--- config.mk ---
export PLATFORM = sky130hd
export DESIGN_NAME = platform_scroller
export DESIGN_NICKNAME = d
export VERILOG_FILES = /design/src/rtl/platform_scroller.sv
export SDC_FILE = /design/constraint.sdc
export NUM_CORES = 1
export LEC_CHECK = 0
export CORE_UTILIZATION = 45
export DETAILED_ROUTE_END_ITERATION = 8
export MAX_ROUTING_LAYER = met4
export PLACE_DENSITY = 0.68
export SYNTH_ARGS = -nofsm -noshare
export SYNTH_HDL_FRONTEND = slang
export SYNTH_SLANG_ARGS = --single-unit
--- constraint.sdc ---
create_clock -name clk -period 3.1 [get_ports clk]
set_input_delay 0.62 -clock clk [delete_from_list [all_inputs] [get_ports clk]]
set_output_delay 0.62 -clock clk [all_outputs]
set_load 0.05 [all_outputs]
--- src/rtl/platform_scroller.sv ---
// Per-frame scroller for the VGA raster stage: a platform band that scrolls down
// and wraps to the top, and a hole span that ping-pongs across the active width.
module platform_scroller #(
  parameter int H_ACTIVE    = 640,
  parameter int V_ACTIVE    = 480,
  parameter int PLAT_TOP    = 400,
  parameter int PLAT_WRAP   = 0,
  parameter int PLAT_H      = 16,
  parameter int HOLE_W      = 64,
  parameter int HOLE_SPEED  = 2,
  parameter int SCROLL_STEP = 1
) (
  input  logic       clk,
  input  logic       reset,
  input  logic       vsync,
  input  logic       start,
  input  logic       pause,
  input  logic       scroll_en,
  output logic [9:0] plataform_start,
  output logic [9:0] plataform_end,
  output logic [9:0] hole_start,
  output logic [9:0] hole_end,
  output logic [7:0] level,
  output logic       wrap,
  output logic [1:0] state_o
);

  typedef enum logic [1:0] {
    IDLE   = 2'd0,
    MOVE_R = 2'd1,
    MOVE_L = 2'd2,
    PAUSE  = 2'd3
  } state_t;

  localparam logic [10:0] HR11  = 11'(H_ACTIVE - HOLE_W);
  localparam logic [10:0] VL11  = 11'(V_ACTIVE - PLAT_H);
  localparam logic [10:0] HS11  = 11'(HOLE_SPEED);
  localparam logic [10:0] SS11  = 11'(SCROLL_STEP);
  localparam logic [9:0]  HR10  = 10'(H_ACTIVE - HOLE_W);
  localparam logic [9:0]  HS10  = 10'(HOLE_SPEED);
  localparam logic [9:0]  HW10  = 10'(HOLE_W);
  localparam logic [9:0]  PH10  = 10'(PLAT_H);
  localparam logic [9:0]  TOP10 = 10'(PLAT_TOP);
  localparam logic [9:0]  WR10  = 10'(PLAT_WRAP);

  state_t      state_q, state_d;
  logic        dir_q, dir_d;        // 0 = right, 1 = left
  logic        vsync_d;
  logic        tick;
  logic        moving;
  logic [10:0] hole_sum, plat_sum;
  logic [9:0]  hole_d, plat_d;
  logic [7:0]  level_d;
  logic        wrap_d;

  // Falling edge of vsync marks one frame; a held-low vsync yields a single tick.
  assign tick     = vsync_d & ~vsync;
  assign hole_sum = {1'b0, hole_start} + HS11;
  assign plat_sum = {1'b0, plataform_start} + SS11;
  assign state_o  = state_q;

  always_comb begin
    state_d = state_q;
    dir_d   = dir_q;
    hole_d  = hole_start;
    plat_d  = plataform_start;
    level_d = level;
    wrap_d  = 1'b0;
    moving  = tick & ~pause & ((state_q == MOVE_R) | (state_q == MOVE_L));

    case (state_q)
      IDLE: begin
        if (start) state_d = dir_q ? MOVE_L : MOVE_R;
      end
      MOVE_R: begin
        if (pause) begin
          state_d = PAUSE;
        end else if (tick) begin
          if (hole_sum >= HR11) begin
            hole_d  = HR10;
            dir_d   = 1'b1;
            state_d = MOVE_L;
          end else begin
            hole_d = hole_sum[9:0];
          end
        end
      end
      MOVE_L: begin
        if (pause) begin
          state_d = PAUSE;
        end else if (tick) begin
          if ({1'b0, hole_start} <= HS11) begin
            hole_d  = 10'd0;
            dir_d   = 1'b0;
            state_d = MOVE_R;
          end else begin
            hole_d = hole_start - HS10;
          end
        end
      end
      PAUSE: begin
        if (!pause) state_d = dir_q ? MOVE_L : MOVE_R;
      end
      default: state_d = IDLE;
    endcase

    // Platform scroll shares the motion qualifier but is further gated by scroll_en.
    if (moving && scroll_en) begin
      if (plat_sum > VL11) begin
        plat_d  = WR10;
        wrap_d  = 1'b1;
        level_d = (level == 8'hff) ? level : level + 8'd1;
      end else begin
        plat_d = plat_sum[9:0];
      end
    end
  end

  always_ff @(posedge clk) begin
    if (!reset) begin
      state_q         <= IDLE;
      dir_q           <= 1'b0;
      vsync_d         <= 1'b1;
      plataform_start <= TOP10;
      plataform_end   <= TOP10 + PH10;
      hole_start      <= 10'd0;
      hole_end        <= HW10;
      level           <= 8'd0;
      wrap            <= 1'b0;
    end else begin
      state_q         <= state_d;
      dir_q           <= dir_d;
      vsync_d         <= vsync;
      plataform_start <= plat_d;
      plataform_end   <= plat_d + PH10;
      hole_start      <= hole_d;
      hole_end        <= hole_d + HW10;
      level           <= level_d;
      wrap            <= wrap_d;
    end
  end

endmodule

; Yosys cells after proc, flatten, opt, wreduce, memory -nomap -nowiden
; Index checks and enable logic that the tools add are counted.
[totals]
reg_bits = 53
in_bits = 6
out_inout_bits = 51
[op_classes]
add_sub_neg = 6
magnitude_cmp = 3
n_eq_ne = 16
mux = 27
bitwise_logic = 7
reduce_logical = 7
[ops]
columns = operator, count
row1 = 2-to-1 mux 10 bit, 8
row2 = case mux 10 bit (2 select lines), 1
row3 = 2-to-1 mux 2 bit, 9
row4 = "!= test 2 bit, second input constant", 6
row5 = "adder 10 x 1 -> 11 bit, second input constant", 1
row6 = "adder 10 x 2 -> 11 bit, second input constant", 1
row7 = ">= comparator 11 x 10 -> 1 bit, second input constant", 1
row8 = "> comparator 11 x 9 -> 1 bit, second input constant", 1
row9 = "adder 10 x 5 -> 10 bit, second input constant", 1
row10 = "adder 10 x 7 -> 10 bit, second input constant", 1
row11 = "less-or-equal comparator 10 x 2 -> 1 bit, second input constant", 1
row12 = "subtractor 10 x 2 -> 10 bit, second input constant", 1
row13 = "adder 8 x 1 -> 8 bit, second input constant", 1
row14 = "equality test 8 bit, second input constant", 1
row15 = case mux 2 bit (4 select lines), 1
row16 = 2-to-1 mux 1 bit, 7
row17 = AND reduction 7 bit, 1
row18 = "!= test 3 x 2 -> 1 bit, second input constant", 2
row19 = "!= test 3 bit, second input constant", 2
row20 = AND reduction 6 bit, 1
row21 = "equality test 2 bit, second input constant", 2
row22 = "!= test 2 x 1 -> 1 bit, second input constant", 2
row23 = bitwise AND 1 bit, 3
row24 = NOT 1 bit, 3
row25 = 8 further kinds, 8

; Longest topological paths before layout
; Gate-level depths: netlist of the first run.
[logic_depth]
word_depth = 7
mapped_depth = 12
depth_no_buf = 12

; Least setup slack after synthesis of the first run
; No wires, ideal clock.
[synth_path]
path_type = register -> register
startpoint = reg plataform_start[1]
endpoint = reg plataform_end[8]
setup_time_ns = 0.132
arrival_ns = 2.977
required_time_ns = 2.968
setup_slack_ns = -0.009
stages_incl_launch_ff = 13
path_buffers = 0
path_cell_list = dfxtp_1 > ha_1 > a21oi_1 > o21ai_0 > a21oi_4 > a2bb2oi_4 > nor2_1 > nand2_1 > o31ai_1 > ha_1 > nand2_1 > nor3_1 > o21ai_1
[synth_between]
elab_chain_len = 5
[synth_lines]
columns = element, line_no
row1 = start: declaration, 19  ; output logic [9:0] plataform_start,
row2 = start signal: assignment, 134  ; plataform_start <= plat_d;
row3 = adder 10 x 1 -> 11 bit (*), 59  ; assign plat_sum = {1'b0, plataform_start} + SS11;
row4 = > comparator 11 x 9 -> 1 bit, 109  ; if (plat_sum > VL11) begin
row5 = 2-to-1 mux 10 bit (*), 109
row6 = 2-to-1 mux 10 bit (*), 108  ; if (moving && scroll_en) begin
row7 = named net plat_d[5], 52  ; logic [9:0] hole_d, plat_d;
row8 = adder 10 x 5 -> 10 bit (*), 135  ; plataform_end <= plat_d + PH10;
row9 = end signal: assignment, 125  ; plataform_end <= TOP10 + PH10;
row10 = end signal: assignment, 135
row11 = end: declaration, 20  ; output logic [9:0] plataform_end,
; Mark *: on every way through the listed nets, which the timed path passes. The rest lies on a longest branch.
; A chain may end at the register's enable or synchronous reset.

; Worst setup path in the final report of the first run
[layout_path]
startpoint = reg plataform_start[0]
endpoint = reg plataform_end[8]
; The elaborated chain is that of the path after synthesis.

==> results of run 1 <==
==> cell type report <==
class / instances / share of cell area, %
inverter: 15 / 1.559
clock inverter: 2 / 0.3465
sequential: 43 / 23.94
timing repair buffer: 74 / 19.27
clock buffer: 6 / 2.010
tap: 75 / 2.599
multi-input combinational: 277 / 50.28
==> worst max-delay path: cells and delay by family (launching register included) <==
kind / cells / cell delay (ns)
and+or+nand+nor: 8 / 1.62
DFF: 1 / 0.45
AOI/OAI and AO/OA: 2 / 0.41
adders and majority gates: 1 / 0.24
==> registers in the layout, indices dropped and copies added, names as in the netlist <==
name and count:
hole_start 10, plataform_start 10, level 8, plataform_end 6
hole_end 4, state_o 2, dir_q 1, vsync_d 1
wrap 1
==> final timing paths <==
| path | slack (ns) | startpoint | to | depth (start not counted) |
|---|---|---|---|---|
| hold reg to reg | 0.50 | hole_start[0]$_SDFFE_PN0N_ | hole_start[0]$_SDFFE_PN0N_ | 2 |
| setup / recovery | 0.27 | plataform_start[0]$_SDFFE_PN0P_ | plataform_end[8]$_SDFF_PN1_ | 11 |
| setup reg to reg | 0.27 | plataform_start[0]$_SDFFE_PN0P_ | plataform_end[8]$_SDFF_PN1_ | 11 |
| hold / removal | 0.50 | hole_start[0]$_SDFFE_PN0N_ | hole_start[0]$_SDFFE_PN0N_ | 2 |
==> per-stage QoR <==
stage               cells  worst slack (ns)  utilization (%)  total power [mW]  hold slack, ns
floorplan             368            0.1810                -             1.057          0.5822
global placement      484            0.1940            57.78             1.221          0.4807
detailed placement    484            0.1056            57.78             1.233          0.4860
CTS                   492            0.1649            59.17             1.580          0.5022
global route          492          0.006244            59.24             1.674          0.5217
finish                492            0.2652            59.24             1.576          0.4955
==> logic make-up (layout without fill, tap and decap cells) <==
| group | after synthesis | count (layout) | share of synthesized area, % |
|---|---|---|---|
| AND/OR/NAND/NOR | 155 | 155 | 28.23 |
| flip-flops | 43 | 43 | 29.57 |
| XOR/XNOR | 8 | 8 | 2.406 |
| adder cells (fa/ha/maj) | 12 | 12 | 5.157 |
| buffers and inverters | 48 | 97 | 8.165 |
| AO/OA/AOI/OAI | 95 | 95 | 23.98 |
| multiplexers | 7 | 7 | 2.492 |
==> per-layer routing <==
metal	wire length [um]	vias to the layer above
met3	499	7
met2	3137	102
met1	3505	1314
li1	-	1408
met4	83	0
met5	0	-
==> power by group through the flow <==
stage                     clock network (mW)  logic (mW)  registers, mW
after floorplan                            0       0.378          0.679
after global routing                   0.384       0.681          0.609
after detailed placement                   0       0.616          0.617
final                                  0.353       0.620          0.604
after global placement                     0       0.606          0.616
after CTS                              0.358       0.618          0.604
==> cells in the mapped netlist (4+ instances only) <==
library cell and n:
a31oi_1 5, dfxtp_1 43, buf_2 6, ha_1 12
xnor2_1 4, a21oi_1 20, buf_4 11, nor2b_1 10
nor3_1 11, nand3_1 16, xor2_1 4, o21ai_0 23
or3_1 7, nand4_1 7, inv_1 15, nor2_1 29
a21boi_0 4, a211oi_1 4, nand2_1 37, and3_1 4
o31ai_1 5, mux2i_1 5, and2_1 9, clkbuf_1 14
nand2b_1 4
==> what timing repair did <==
| item | in CTS | in global routing |
|---|---|---|
| hold endpoints to repair | 0 | 0 |
| setup endpoints to repair | 0 | 1 |
| resized for setup | 0 | 3 |
==> reports/metrics.yaml, run 1 <==
worst_hold_path:
  hold_path.class: "flop to flop"
final_layout:
  area_growth_pct: 24.02
  final_nets: 434
  final_cell_area_um2: 3611
  layout_common_cells: "clkdlybuf4s50_1, dfxtp_1, nand2_1"
  fill_cells: 595
  final_common_cell: "clkdlybuf4s50_1"
  drive_above_1_share_pct: 11.51
  ff_latch_area_um2: 864.6
  diodes: 0
  multi_input_area_um2: 1815
timing:
  final-hold-violation-count: 0
  setup_violations: 0
  fin_worst_skew_ns: 0.003552
  fin_crit_ns: 2.835
  finalCritPeriodShare_pct: 91.45
  drv_slew: 0
  fmax_ghz: 0.3528
  slew_headroom_pct: 64.12
  rsz0062_at_grt: "false"
  fin_tns_setup_ns: 0
  worst_pin_slew_ns: 0.5336
synthesis:
  synth.avg_cell_area_um2: 7.912
  synthDominantCellAreaShare_pct: 29.57
  synthCells: 368
  yosys_warnings: 0
  syn_area_um2: 2912
  syn_nets: 386
  async_reset_ff_share_pct: 0
  synth_ff_type: "dfxtp_1"
  seq_area_frac_synth_pct: 29.57
  synth_area_leaders: "dfxtp_1, ha_1, nand2_1"
  synth.distinct_cells: 68
  synth_seq_cells: 43
  synth.largest_area_cell: "dfxtp_1"
  synth_edf_count: 0
clocking:
  clock_path_buffers: 2
  cts_setup_buffers: 0
  clk_pin_slew_worst_paths_ns: 0.08
  cts_tree: "built"
  cts_root_buf: "clkbuf_8"
  h-tree-depth: 2
  cts-buffers-inserted: 5
  cts.sinks: 43
  ctsHoldBuffers: 0
  insertion_delay_ns: 0.30
power_and_ir_drop:
  p_leak_nw: 1.325
  p_sw_share_pct: 38.96
  p_seq_share_pct: 38.3
  p_comb_share_pct: 39.3
  powerDensity_nw_per_um2: 436.5
  peakVddDrop_v: 0.0002861
  clockPowerShare_pct: 22.4
  cellInternalPower_mw: 0.9621
  switching_power_mw: 0.6142
floorplan:
  start_util_pct: 47.76
  std_cell_rows: 28
  dieWidth_um: 82.44
  die_area_um2: 6796
  core_um2: 6096
  die_h_um: 82.44
  ios: 57
route:
  ant_nets: 0
  drtIter0Drc: 195
  drc: 0
  wl_um: 7226
  wire_per_inst_um: 14.69
  vias: 2831
  vias_per_cell: 5.754
  dr.pass1.iters: 5
global_routing:
  use_met2_pct: 33.14
  globalRouteTotalUtil_pct: 23.26
  grt_pass1_wl_um: 11650
  gr-max-usage-layer: "met2"
  antenna_found_initial: 0
  grt_max_degree: 25
  grt_pass1_vias: 2373
  use_met1_pct: 32.78
  grt_util_met3_pct: 4.396
  overflow: 0
worst_setup_path:
  start_kind: "flop"
  cp_slowest_stage_delay_ns: 0.45
  path_class: "flop to flop"
  end_kind: "flop"
  path_cells: "nand4_1 -> nor3_1 -> and3b_1 -> nor2_1 -> nor2_1 -> nand2_1 -> o31ai_1 -> ha_1 -> nand2_1 -> nor3_1 -> o21ai_1"
  cp_max_fo: 11
  crit_required_ns: 3.28
  cpMaxStageDelayCell: "dfxtp_2"
  crit_arrival_ns: 3.02
placement:
  place.gp.congestion: 0.9205
  post-dp-hpwl_um: 5227
  dpl_cell_area_um2: 3522
  numPortBuffers: 56
run:
  cap_viol_max_count: 0
run_status:
  status: "finished clean"
(Power assumes the default switching activity.)
==> inputs of run 2 (changes only) <==
ABC_AREA = 1   (was unset)
==> reports/metrics.yaml, run 2 <==
power_and_ir_drop:
  p_leak_nw: 1.648
  powerDensity_nw_per_um2: 802.3
  peakVddDrop_v: 0.0007741
synthesis:
  synthTopCellsByCount: "nand2_1, inv_1, nor2_1"
  synth.largest_area_cell: "dfxtp_1"
  yosys_warnings: 0
  synth_most_common_cell: "nand2_1"
  synth_edf_count: 0
  synth.distinct_cells: 39
  seq_area_frac_synth_pct: 28.71
  synth.avg_cell_area_um2: 6.603
  async_reset_ff_share_pct: 0
  yosys.area_share.xor_xnor_pct: 3.214
  synth_simple_gate_area_share_pct: 38.86
  synthCells: 454
  synthDominantCellAreaShare_pct: 28.71
  synth_compound_area_share_pct: 10.81
  synth_ff_type: "dfxtp_1"
  syn_area_um2: 2998
  synth_mux_area_share_pct: 0
  synth_fa_ha_area_share_pct: 5.008
  syn_nets: 472
  synth_area_leaders: "dfxtp_1, nand2_1, inv_1"
  synth_seq_cells: 43
  synth_top_family_by_area: "simple AND/OR/NAND/NOR gates"
global_routing:
  use_met1_pct: 25.63
  use_met2_pct: 39.02
  gr-max-usage-layer: "met2"
  antenna_found_initial: 0
  grt_max_degree: 22
  globalRouteTotalUtil_pct: 22.14
  grt_pass1_wl_um: 12390
  grt_util_met3_pct: 3.561
  overflow: 0
  grt_pass1_vias: 2766
final_layout:
  layout_common_cells: "nand2_1, inv_1, clkdlybuf4s50_1"
  ff_latch_area_um2: 860.8
  fin_util_pct: 57.68
  drive_above_1_share_pct: 8.000
  reg_top3: "hole_start x10, plataform_start x10, level x8"
  multi_input_area_um2: 1735
  fill_cells: 622
  area_growth_pct: 22.87
  final_common_cell: "nand2_1"
  final_nets: 517
  final_cell_area_um2: 3684
  diodes: 0
route:
  ant_nets: 0
  wl_um: 7201
  vias: 2909
  drtIter0Drc: 127
  dr.pass1.iters: 4
  wire_per_inst_um: 12.48
  vias_per_cell: 5.042
  drc: 0
run_status:
  status: "finished clean"
timing:
  fin_crit_ns: 2.616
  setup_violations: 0
  slew_headroom_pct: 49.92
  fin_tns_setup_ns: 0
  drv_slew: 0
  fmax_ghz: 0.3823
  fin_worst_skew_ns: 0.008554
  final-hold-violation-count: 0
  finalCritPeriodShare_pct: 84.37
  worst_pin_slew_ns: 0.7503
  rsz0062_at_grt: "false"
  fin_ws_ns: 0.4844
floorplan:
  die_area_um2: 6992
  dieWidth_um: 83.62
  std_cell_rows: 29
  start_util_pct: 46.94
  die_h_um: 83.62
  ios: 57
  core_um2: 6386
clocking:
  cts_setup_buffers: 0
  clock_path_buffers: 2
  cts.sinks: 43
  ctsHoldBuffers: 0
  cts_resized: 0
  h-tree-depth: 2
  clk_pin_slew_worst_paths_ns: 0.08
  insertion_delay_ns: 0.29
  cts_tree: "built"
  cts-buffers-inserted: 5
  cts_root_buf: "clkbuf_8"
worst_setup_path:
  crit_buf_inv: 5
  crit_arrival_ns: 2.81
  cp_top_family: "buffers and inverters"
  r2r-start: "plataform_start[1]$_SDFFE_PN0P_"
  crit_required_ns: 3.29
  crit_start: "pause"
  start_kind: "primary input"
  path_class: "primary input to flop"
  cp_max_fo: 11
  cpMaxStageDelayCell: "clkdlybuf4s50_1"
  critical_path.most_common_cell: "inv_1"
  end_kind: "flop"
  rrSetupSlack_ns: 0.67
  path_cells: "clkdlybuf4s50_1 -> inv_1 -> nand2_4 -> inv_1 -> nand4_1 -> xor2_1 -> nor2_1 -> nor2_1 -> nand2_1 -> nand2_1 -> inv_1 -> ha_1 -> inv_1 -> o21ai_0 -> a21oi_1"
  cp_slowest_stage_delay_ns: 0.52
worst_hold_path:
  hp-start: "dir_q$_SDFFE_PN0P_"
  hold_path.class: "flop to flop"
run:
  cap_viol_max_count: 0
placement:
  post-dp-hpwl_um: 5461
  dpl_cell_area_um2: 3551
  numPortBuffers: 56
  place.gp.congestion: 0.9171
  dpl_worst_slack_ns: 0.2082
==> run 2: cell count changes in the layout (fill, tap and decap cells not counted), sizes merged, moves of 7 or more <==
cell   before  now
nor2       29   56
nand3      18   27
nand4       7   23
buf        18    4
inv        15   69
nand2      37  117
and2       10    0
xor2        4   11
nor2b      10    0
or3         8    1
==> run 2: power breakdown <==
part           switching (mW)  internal (mW)  leakage [nW]
combinational            1.13          0.512          1.23
clock                   0.192          0.322        0.0654
sequential              0.149          0.651         0.350
total                    1.47           1.48          1.65
==> run 2: worst paths after layout <==
kind	end	cells after the start
hold / removal	dir_q$_SDFFE_PN0P_	2
setup / recovery	hole_end[8]$_SDFF_PN0_	15
hold reg to reg	dir_q$_SDFFE_PN0P_	2
setup reg to reg	plataform_end[8]$_SDFF_PN1_	17
==> run 2: cell type report <==
cell class                      count  area share (%)
Inverter                           70           7.269
Timing Repair Buffer               60           16.03
Multi-Input combinational cell    319           47.11
Sequential cell                    43           23.37
Clock inverter                      2           1.630
Clock buffer                        6           1.970
Tap cell                           77           2.615
==> run 2: logic make-up (layout without fill, tap and decap cells) <==
kind of cell	after synthesis	in the layout
AND/OR/NAND/NOR	240	240
buffers and inverters	92	138
AO/OA/AOI/OAI	56	56
flip-flops	43	43
adder cells (fa/ha/maj)	12	12
XOR/XNOR	11	11
==> run 2: worst min-delay path, cell delays in order (launching register included) <==
cell and delay, ns:
dfxtp_1 0.33, nor2_1 0.05, nor2_1 0.08
==> run 2: metrics by stage <==
step	power (mW)	hold slack, ns	std cells
5_1_grt	3.166	0.5462	577
2_1_floorplan	2.020	0.4525	454
6_report	2.955	0.4846	577
3_5_place_dp	2.439	0.4724	569
4_1_cts	2.965	0.4910	577
3_3_place_gp	2.446	0.4635	569
==> run 2: routing by layer <==
metal / part of all wire (%) / up-vias
met5: 0 / -
met1: 44 / 1289
met3: 4.5 / 17
li1: - / 1529
met4: 2.2 / 0
met2: 49 / 74
==> inputs of run 3 (changes only) <==
PLACE_DENSITY = 0.7   (was 0.68)
clock period = 2.13 ns   (was 3.1 ns; I/O delays follow)
==> reports/metrics.yaml, run 3 (synthesis gave the netlist of run 2 again) <==
global_routing:
  grt_pass1_vias: 2786
  grt_max_degree: 20
  grt_pass1_wl_um: 12940
  globalRouteTotalUtil_pct: 22.70
  overflow: 0
  antenna_found_initial: 0
final_layout:
  reg_top3: "hole_start x10, plataform_start x10, level x8"
  drive_above_1_share_pct: 27.57
  layout_common_cells: "nand2_1, inv_1, buf_4"
  area_growth_pct: 42.11
  diodes: 0
  final_common_cell: "nand2_1"
  fill_cells: 545
  instances_no_fill: 632
  final_nets: 572
timing:
  final-hold-violation-count: 0
  rsz0062_at_grt: "true"
  finalCritPeriodShare_pct: 96.29
  holdWs_ns: 0.3614
  fmax_ghz: 0.4876
  fin_ws_ns: 0.07895
  fin_crit_ns: 2.051
  worst_pin_slew_ns: 0.6429
  drv_slew: 0
  slew_headroom_pct: 57.09
  fin_worst_skew_ns: 0.01424
  setup_violations: 0
worst_setup_path:
  path_class: "flop to flop"
  worstReg2RegEnd: "plataform_end[8]$_SDFF_PN1_"
  rrSetupSlack_ns: 0.08
  cpMaxStageDelayCell: "dfxtp_4"
  r2r_cells: 17
  end_kind: "flop"
  crit_buf_inv: 2
  start_kind: "flop"
  cp_max_fo: 7
  cp_top_family: "simple AND/OR/NAND/NOR gates"
  cp_slowest_stage_delay_ns: 0.40
  path_cells: "ha_4 -> inv_2 -> nand2_2 -> nand2_2 -> nor2_2 -> nand2_2 -> nand2_2 -> nand2_2 -> nand3_4 -> nand4_1 -> nand2_1 -> ha_2 -> nand2_2 -> nor2_4 -> nand2_1 -> o21ai_1 -> inv_1"
  crit_arrival_ns: 2.24
  crit_required_ns: 2.32
  r2r-start: "plataform_start[1]$_SDFFE_PN0P_"
  critical_path.most_common_cell: "nand2_2"
run_status:
  status: "finished clean"
clocking:
  insertion_delay_ns: 0.30
  cts.sinks: 43
  cts_root_buf: "clkbuf_8"
  clock_path_buffers: 2
  cts_tree: "built"
  h-tree-depth: 2
  ctsHoldBuffers: 0
  clk_pin_slew_worst_paths_ns: 0.09
  cts-buffers-inserted: 5
placement:
  place.gp.congestion: 0.8547
  dp_cells: 609
  dpl_worst_slack_ns: -0.3097
  post-dp-hpwl_um: 5679
  numPortBuffers: 56
route:
  wire_per_inst_um: 12.55
  ant_nets: 0
  dr.pass1.iters: 5
  vias_per_cell: 5.152
  wl_um: 7929
  drc: 0
  drtIter0Drc: 210
  vias: 3256
power_and_ir_drop:
  peakVddDrop_v: 0.0009733
  p_leak_nw: 1.950
  powerDensity_nw_per_um2: 1081
worst_hold_path:
  hp-start: "vsync"
  worstHoldEndpoint: "vsync_d$_SDFF_PN1_"
  min_path_cells: 3
  hold_path.class: "primary input to flop"
floorplan:
  core_um2: 6386
  die_area_um2: 6992
  ios: 57
  start_util_pct: 46.94
  dieWidth_um: 83.62
  die_h_um: 83.62
  std_cell_rows: 29
run:
  cap_viol_max_count: 0
run 3: through the flow:
stage               area, um2  total power, mW    TNS [ns]  utilization (%)
detailed placement       3902            3.830      -1.538            61.11
global placement         3902            3.812      -1.123            61.11
finish                   4260            4.604           0            66.71
global route             4260            4.923     -0.2801            66.71
CTS                      4006            4.413           0            62.74
floorplan                3055            2.973  -0.0003146                -
run 3: worst register-to-register path, stage by stage, from the launching register on:
cell and delay, ns:
dfxtp_4 0.40, ha_4 0.17, inv_2 0.05, nand2_2 0.06
nand2_2 0.06, nor2_2 0.11, nand2_2 0.06, nand2_2 0.07
nand2_2 0.06, nand3_4 0.08, nand4_1 0.12, nand2_1 0.13
ha_2 0.21, nand2_2 0.08, nor2_4 0.11, nand2_1 0.06
o21ai_1 0.07, inv_1 0.04
run 3: layout make-up:
cell class                      count  area [um2]  area share (%)
Clock inverter                      1       5.005          0.1175
Inverter                           70       271.5           6.373
Tap cell                           77       96.34           2.261
Timing Repair Buffer              115        1018           23.91
Sequential cell                    43       908.4           21.32
Multi-Input combinational cell    319        1874           43.99
Clock buffer                        7       86.33           2.026
run 3: routing by layer:
layer | part of all wire [%] | track usage [%] | vias up
li1 | - | - | 1653
met1 | 49 | 31.60 | 1499
met2 | 45 | 34.89 | 94
met3 | 4.9 | 2.967 | 10
met4 | 1.2 | 5.547 | 0
met5 | 0 | - | -
run 3: repair_timing:
| action | in CTS | in global routing |
|---|---|---|
| gates resized for setup | 5 | 50 |
| endpoints found under the setup margin | 1 | 15 |
| buffers inserted | 0 | 15 |
| pin swaps | 0 | 15 |
| hold endpoints to repair | 0 | 0 |
run 3: how the worst max path moves through the flow:
stage	depth (start not counted)	endpoint	from	slack (ns)
after global routing	17	plataform_end[8]$_SDFF_PN1_	plataform_start[1]$_SDFFE_PN0P_	-0.11
after global placement	17	hole_end[8]$_SDFF_PN0_	vsync	-0.24
after detailed placement	17	hole_end[8]$_SDFF_PN0_	vsync	-0.31
after floorplan	10	plataform_end[5]$_SDFF_PN1_	state_o[1]$_SDFFE_PN0P_	-0.0003
after CTS	17	hole_end[8]$_SDFF_PN0_	vsync	0.001
final	17	plataform_end[8]$_SDFF_PN1_	plataform_start[1]$_SDFFE_PN0P_	0.08
run 3: power by group:
group / total [mW] / switching, mW / internal (mW)
registers: 1.20 / 0.211 / 0.989
clock network: 0.559 / 0.296 / 0.263
logic: 2.85 / 1.80 / 1.05
total: 4.60 / 2.31 / 2.30
